<file path="src/rtl/regfile_sb.sv">
// Parametrised register file (R0 = 0) with per-register busy scoreboard and sticky address-error flag.
// Reads are combinational with optional same-cycle write forwarding; writes, busy and addr_err update at the clock edge.
module regfile_sb #(
    parameter int DATA_W = 24,
    parameter int DEPTH  = 8,
    parameter int ADDR_W = 6,
    parameter bit BYPASS = 1'b1
) (
    input  logic              clk,
    input  logic              rst_n,
    input  logic [ADDR_W-1:0] rs1,
    input  logic [ADDR_W-1:0] rs2,
    output logic [DATA_W-1:0] r1,
    output logic [DATA_W-1:0] r2,
    output logic              r1_busy,
    output logic              r2_busy,
    input  logic              RegWrite,
    input  logic [ADDR_W-1:0] rd,
    input  logic [DATA_W-1:0] wdata,
    input  logic              rsv_en,
    input  logic [ADDR_W-1:0] rsv_rd,
    output logic              addr_err
);

    // One extra bit so DEPTH == 2**ADDR_W still compares correctly.
    localparam logic [ADDR_W:0] DEPTH_X = (ADDR_W+1)'(DEPTH);

    function automatic logic in_range(input logic [ADDR_W-1:0] a);
        return ({1'b0, a} < DEPTH_X);
    endfunction

    function automatic logic is_valid(input logic [ADDR_W-1:0] a);
        return (a != '0) && in_range(a);
    endfunction

    logic [DATA_W-1:0] regs_q [1:DEPTH-1];
    logic [DATA_W-1:0] regs_d [1:DEPTH-1];
    logic [DEPTH-1:1]  busy_q;
    logic [DEPTH-1:1]  busy_d;
    logic              addr_err_q;
    logic              addr_err_d;

    logic              wr_hit;
    logic              rsv_hit;
    logic [DATA_W-1:0] r1_raw;
    logic [DATA_W-1:0] r2_raw;
    logic              b1_raw;
    logic              b2_raw;
    logic              fwd1;
    logic              fwd2;
    logic              keep1;
    logic              keep2;

    assign wr_hit  = RegWrite && is_valid(rd);
    assign rsv_hit = rsv_en && is_valid(rsv_rd);

    // A reserve on the same edge as a write keeps the register busy.
    always_comb begin
        regs_d = regs_q;
        busy_d = busy_q;
        for (int i = 1; i < DEPTH; i++) begin
            if (wr_hit && rd == ADDR_W'(i)) begin
                regs_d[i] = wdata;
            end
            if (rsv_hit && rsv_rd == ADDR_W'(i)) begin
                busy_d[i] = 1'b1;
            end else if (wr_hit && rd == ADDR_W'(i)) begin
                busy_d[i] = 1'b0;
            end
        end
        addr_err_d = addr_err_q
                   | (RegWrite && !in_range(rd))
                   | (rsv_en && !in_range(rsv_rd));
    end

    always_ff @(posedge clk) begin
        if (!rst_n) begin
            for (int i = 1; i < DEPTH; i++) begin
                regs_q[i] <= '0;
            end
            busy_q     <= '0;
            addr_err_q <= 1'b0;
        end else begin
            regs_q     <= regs_d;
            busy_q     <= busy_d;
            addr_err_q <= addr_err_d;
        end
    end

    // Null addresses (R0, out of range) match no entry and read as zero / not busy.
    always_comb begin
        r1_raw = '0;
        r2_raw = '0;
        b1_raw = 1'b0;
        b2_raw = 1'b0;
        for (int i = 1; i < DEPTH; i++) begin
            if (rs1 == ADDR_W'(i)) begin
                r1_raw = regs_q[i];
                b1_raw = busy_q[i];
            end
            if (rs2 == ADDR_W'(i)) begin
                r2_raw = regs_q[i];
                b2_raw = busy_q[i];
            end
        end
    end

    assign fwd1  = BYPASS && wr_hit && (rd == rs1);
    assign fwd2  = BYPASS && wr_hit && (rd == rs2);
    assign keep1 = rsv_hit && (rsv_rd == rs1);
    assign keep2 = rsv_hit && (rsv_rd == rs2);

    assign r1       = fwd1 ? wdata : r1_raw;
    assign r2       = fwd2 ? wdata : r2_raw;
    assign r1_busy  = b1_raw && !(fwd1 && !keep1);
    assign r2_busy  = b2_raw && !(fwd2 && !keep2);
    assign addr_err = addr_err_q;

endmodule

</file>
<file path="config.mk">
export PLATFORM = sky130hd
export DESIGN_NAME = regfile_sb
export DESIGN_NICKNAME = d
export VERILOG_FILES = /design/src/rtl/regfile_sb.sv
export SDC_FILE = /design/constraint.sdc
export NUM_CORES = 1
export LEC_CHECK = 0
export CORE_MARGIN = 4
export CORE_UTILIZATION = 35
export DETAILED_ROUTE_END_ITERATION = 16
export GPL_TIMING_DRIVEN = 0
export HOLD_SLACK_MARGIN = 0.12
export PLACE_DENSITY_LB_ADDON = 0.05
export SLEW_MARGIN = 10
export SYNTH_ARGS = -nofsm -noshare
export SYNTH_HDL_FRONTEND = slang
export SYNTH_SLANG_ARGS = --single-unit
export TNS_END_PERCENT = 1
</file>
<file path="constraint.sdc">
create_clock -name clk -period 6.8 [get_ports clk]
set_clock_uncertainty 0.2 [all_clocks]
set_input_delay 1.02 -clock clk [delete_from_list [all_inputs] [get_ports clk]]
set_output_delay 1.02 -clock clk [all_outputs]
set_load 0.01 [all_outputs]
</file>
=== Yosys cells after proc, flatten, opt, wreduce, memory -nomap -nowiden ===
Index checks and enable logic that the tools add are counted.

* Flip-flop bits (word level): 176
* Latch bits: 0
* Memory bits (writable): 0
* Bits in read-only memories: 0
* Output and inout port bits: 51
* Word-level logic and storage cells: 138
* Memories: 0

* $add $sub $neg: 0
* Multiply operators: 0
* Divide/modulo/power cells: 0
* Order comparisons: 2
* Eq/ne operators: 32
* Shifts and indexed selects: 0
* Muxes and demuxes: 44
* Bitwise logic cells: 2
* Reductions and logical operators: 43

{| class="wikitable"
|+ Operator list
! kind !! count
|-
| $mux W24 || 16
|-
| $eq A6 B3 Y1 const B || 16
|-
| $eq A6 B2 Y1 const B || 8
|-
| $logic_and A1 B1 Y1 || 28
|-
| $mux W1 || 28
|-
| $eq A6 B1 Y1 const B || 4
|-
| $eq A6 B6 Y1 || 4
|-
| $reduce_bool A2 Y1 || 7
|-
| $lt A6 B4 Y1 const B || 2
|-
| $reduce_bool A6 Y1 || 2
|-
| $logic_not A1 Y1 || 6
|-
| $or A1 B1 Y1 || 2
|}

=== Logic depth before layout (Yosys ltp) ===
* Word-level depth: 9
* Mapped depth: 8

=== Least setup slack after synthesis ===
No wires, ideal clock.

* Kind: input to output
* Start: input rs2[0]
* End: output r2[22]
* Data arrival time: 2.633 ns
* Required time: 5.580 ns
* Setup slack: 2.947 ns
* Stages on the path: 7
* Cell sequence: buf_2 > or3b_1 > a211o_1 > a211oi_2 > clkbuf_1 > a21oi_1 > a21oi_1

* Longest elaborated chain between the ends: 9

{| class="wikitable"
|+ RTL lines
! element !! RTL line !! source
|-
| start: declaration || 12 || <nowiki>input logic [ADDR_W-1:0] rs2,</nowiki>
|-
| $eq A6 B1 Y1 || 101 || <nowiki>if (rs2 == ADDR_W'(i)) begin</nowiki>
|-
| $mux W24 (7 in series) || 101 ||
|-
| $mux W24 * || 114 || <nowiki>assign r2 = fwd2 ? wdata : r2_raw;</nowiki>
|-
| end: declaration || 14 || <nowiki>output logic [DATA_W-1:0] r2,</nowiki>
|}

Every way passes the cells marked *; elsewhere a longest branch is shown, timed or not.

=== Worst setup path in the final report ===
* Start: input rs2[5]
* End: output r2[11]

The elaborated chain is that of the path after synthesis.

==> impl_metrics.csv <==
group,metric,value,unit
drt,drt_drc_violations_left,0,
synthesis,ys_ff_latch,176,
outcome,outcome,"completed",
timing,setup_tns,0,ns
floorplanning,rows,63,
cts,clock_tree.root_cell,"clkbuf_16",
floorplanning,die-height,181,µm
pwr,p_switching,0.653,mW
floorplanning,start_util,35.4,%
pwr,seq_power_share,44.7,%
cts,cts_resized,0,
worst_setup_path,worstPathRequired,5.58,ns
synthesis,ys_warn_count,0,
synthesis,synthFlopType,"dfxtp_1",
synthesis,synth_simple_gate_area_share,22.6,%
pwr,peakVddDrop,0.142,mV
synthesis,yosysTopAreaCellShare,33.7,%
pwr,clkPwrFrac,44.7,%
worst_setup_path,cp.arrival,5.05,ns
cts,clkSlewWorstSetupHoldPaths,0.07,ns
synthesis,ys_seq_area_share,33.7,%
drt,detailroute.via_count,11200,
floorplanning,die_w,181,µm
timing,rsz0062_at_grt,"false",
synthesis,synth_top_family_by_area,"compound AO/OA/AOI/OAI gates",
pwr,p_leak,3.94,nW
pwr,internal-power,1.67,mW
global_route,grt_pass1_vias,10600,
timing,period_needed,6.27,ns
cells_and_area,mostFrequentLayoutCell,"nand2_1",
cells_and_area,final_cell_mix,"394 x nand2_1, 176 x dfxtp_1, 154 x a21boi_0",
pwr,p_comb_share,10.6,%
synthesis,synth_area,10500,µm²
cts,htreeDepth,4,
worst_setup_path,reg2reg_from,"regs_q[11]",
timing,report.final.slew_viol_count,0,
timing,timing.hold.ws,0.264,ns
global_route,track_usage,31.4,%
floorplanning,die_area,32700,µm²
synthesis,syn_nets,1434,
placed_design,io_buffers,70,
synthesis,synth_top_area_cell,"dfxtp_1",
floorplanning,io_pins,103,
cts,clock_sink_count,176,
synthesis,synth_cells,1382,
worst_setup_path,crit_type,"primary input to output port",
synthesis,synth.area.top_cells,"dfxtp_1 34%, nand2_1 14%, a21boi_0 11%, clkbuf_1 3.8%, mux2i_1 3.5%",
placed_design,gp_congestion,0.936,
timing,post-route-period-util,92.2,%
cells_and_area,fin_nets,1523,
min_path,min_from,"addr_err",
synthesis,yosys.area_share.adder,0,%
pwr,p_sw_share,28.1,%
global_route,grt_first_pass_wirelength,75.4,mm
floorplanning,coreArea,29600,µm²
timing,maxSlewHeadroom,14.0,%
timing,worst_pin_slew,1.29,ns
worst_setup_path,startpoint,"rs2[5]",
worst_setup_path,critPathMaxFanout,10,
timing,setup_violations,0,
pwr,power_density,190,nW/µm²
cells_and_area,drive_above_1_share,7.48,%
cts,cts_tree,"done",
synthesis,postSynth.asyncResetShare,0,%
timing,fmax,0.159,GHz
flow_run,drv_cap,0,
global_route,grt_max_degree,17,
synthesis,synth-xor-area-share,1.51,%
synthesis,post_synth.cell_area_avg,7.58,µm²
drt,first_iter_violations,1348,
drt,postRouteAntennaNets,0,
placed_design,dp_hpwl,35.1,mm
cts,worstSkewPairLatency,0.44,ns
drt,drt-total-wl,53.0,mm
drt,wire_per_inst,28.3,µm
global_route,grt.overflow.total,0,
min_path,hp-class,"flop to flop",
cts,hold_buffers,0,
synthesis,synth_cell_types,62,
synthesis,synth_edf_count,0,
drt,dr.pass1.iters,7,
drt,viasPerCell,5.95,
synthesis,synthMuxAreaShare,6.98,%
cells_and_area,areaGrowthSynthToFinish,17.1,%
synthesis,synth_compound_area_share,29.3,%
cts,cts_buffers,17,
worst_setup_path,critPathCaptureType,"output port",
cts,post-cts-setup-buffers,0,
cts,cts_buffer_depth,2,
worst_setup_path,start_kind,"primary input",
global_route,grt_antenna_before_repair,2,
timing,finalHoldViolations,0,
-- cell type report --
| type | count | area (µm²) |
|---|---|---|
| clock buffer | 19 | 443 |
| sequential | 176 | 3520 |
| fill | 3119 | 17300 |
| tap | 390 | 488 |
| antenna | 2 | 5.00 |
| buffer | 148 | 619 |
| multi-input combinational | 1054 | 6310 |
| timing repair buffer | 70 | 701 |
| inverter | 4 | 15.0 |
| clock inverter | 13 | 150 |
-- cells by family after synthesis --
| family | Yosys count |
|---|---|
| and+or+nand+nor | 539 |
| AOI/OAI and AO/OA | 429 |
| DFF | 176 |
| buffers and inverters | 152 |
| muxes | 68 |
| xor gates and xnor gates | 18 |
-- critical path, stage by stage --
cell	delay [ns]
clkdlybuf4s50_1	0.53
nor4_1	0.81
and3b_1	0.27
clkbuf_1	0.30
clkbuf_1	0.76
a22o_1	0.24
o32ai_1	0.08
o21ai_0	0.40
clkdlybuf4s50_1	0.63
-- path summary, 6_finish.rpt --
check             slack [ns]         end  cells past startpoint
hold reg to reg         0.26    addr_err                      1
setup / recovery        0.53      r2[11]                      9
setup reg to reg        5.84  regs_q[11]                      2
hold / removal          0.26    addr_err                      1
-- stage by stage --
stage	util, %	cells	power (mW)	worst slack (ns)	area [µm²]
after floorplan	-	1382	1.19	2.95	10500
after global placement	39.4	1842	1.30	0.750	11700
after detailed placement	39.4	1842	1.30	0.770	11700
after CTS	41.4	1874	2.32	0.765	12300
after global routing	41.5	1874	2.37	0.612	12300
final	41.5	1876	2.32	0.527	12300
-- synth_stat cells, types with 12 or more instances --
cell	number
nor2_1	16
a22oi_1	39
o22a_1	12
a221o_1	13
nor3_1	30
a21boi_1	14
o22ai_1	33
mux2i_1	37
nand2_1	394
a21oi_1	33
o21ai_0	56
a32oi_1	14
buf_2	27
o2bb2ai_1	12
a21boi_0	154
nand3_1	25
nor2b_1	35
dfxtp_1	176
mux2_2	30
clkbuf_1	106
-- flip-flops by register name (all words and copies together), names as in the netlist --
signal / count
regs_q: 168
addr_err: 1
busy_q: 7
-- power by group through the flow --
stage,Clock [mW],Sequential [mW],Combinational [mW]
6_report,1.04,1.04,0.246
4_1_cts,1.04,1.04,0.239
3_3_place_gp,0,1.06,0.238
2_1_floorplan,0,1.06,0.127
5_1_grt,1.08,1.04,0.253
3_5_place_dp,0,1.06,0.238
-- metal layers --
layer,share of wire (%),vias to the layer above,track usage [%]
met5,0,-,0
met4,4.1,0,12.3
met3,10,111,7.77
met2,43,652,47.0
met1,43,5397,43.5
li1,-,5010,-
Power figures use the tool's default switching activity.
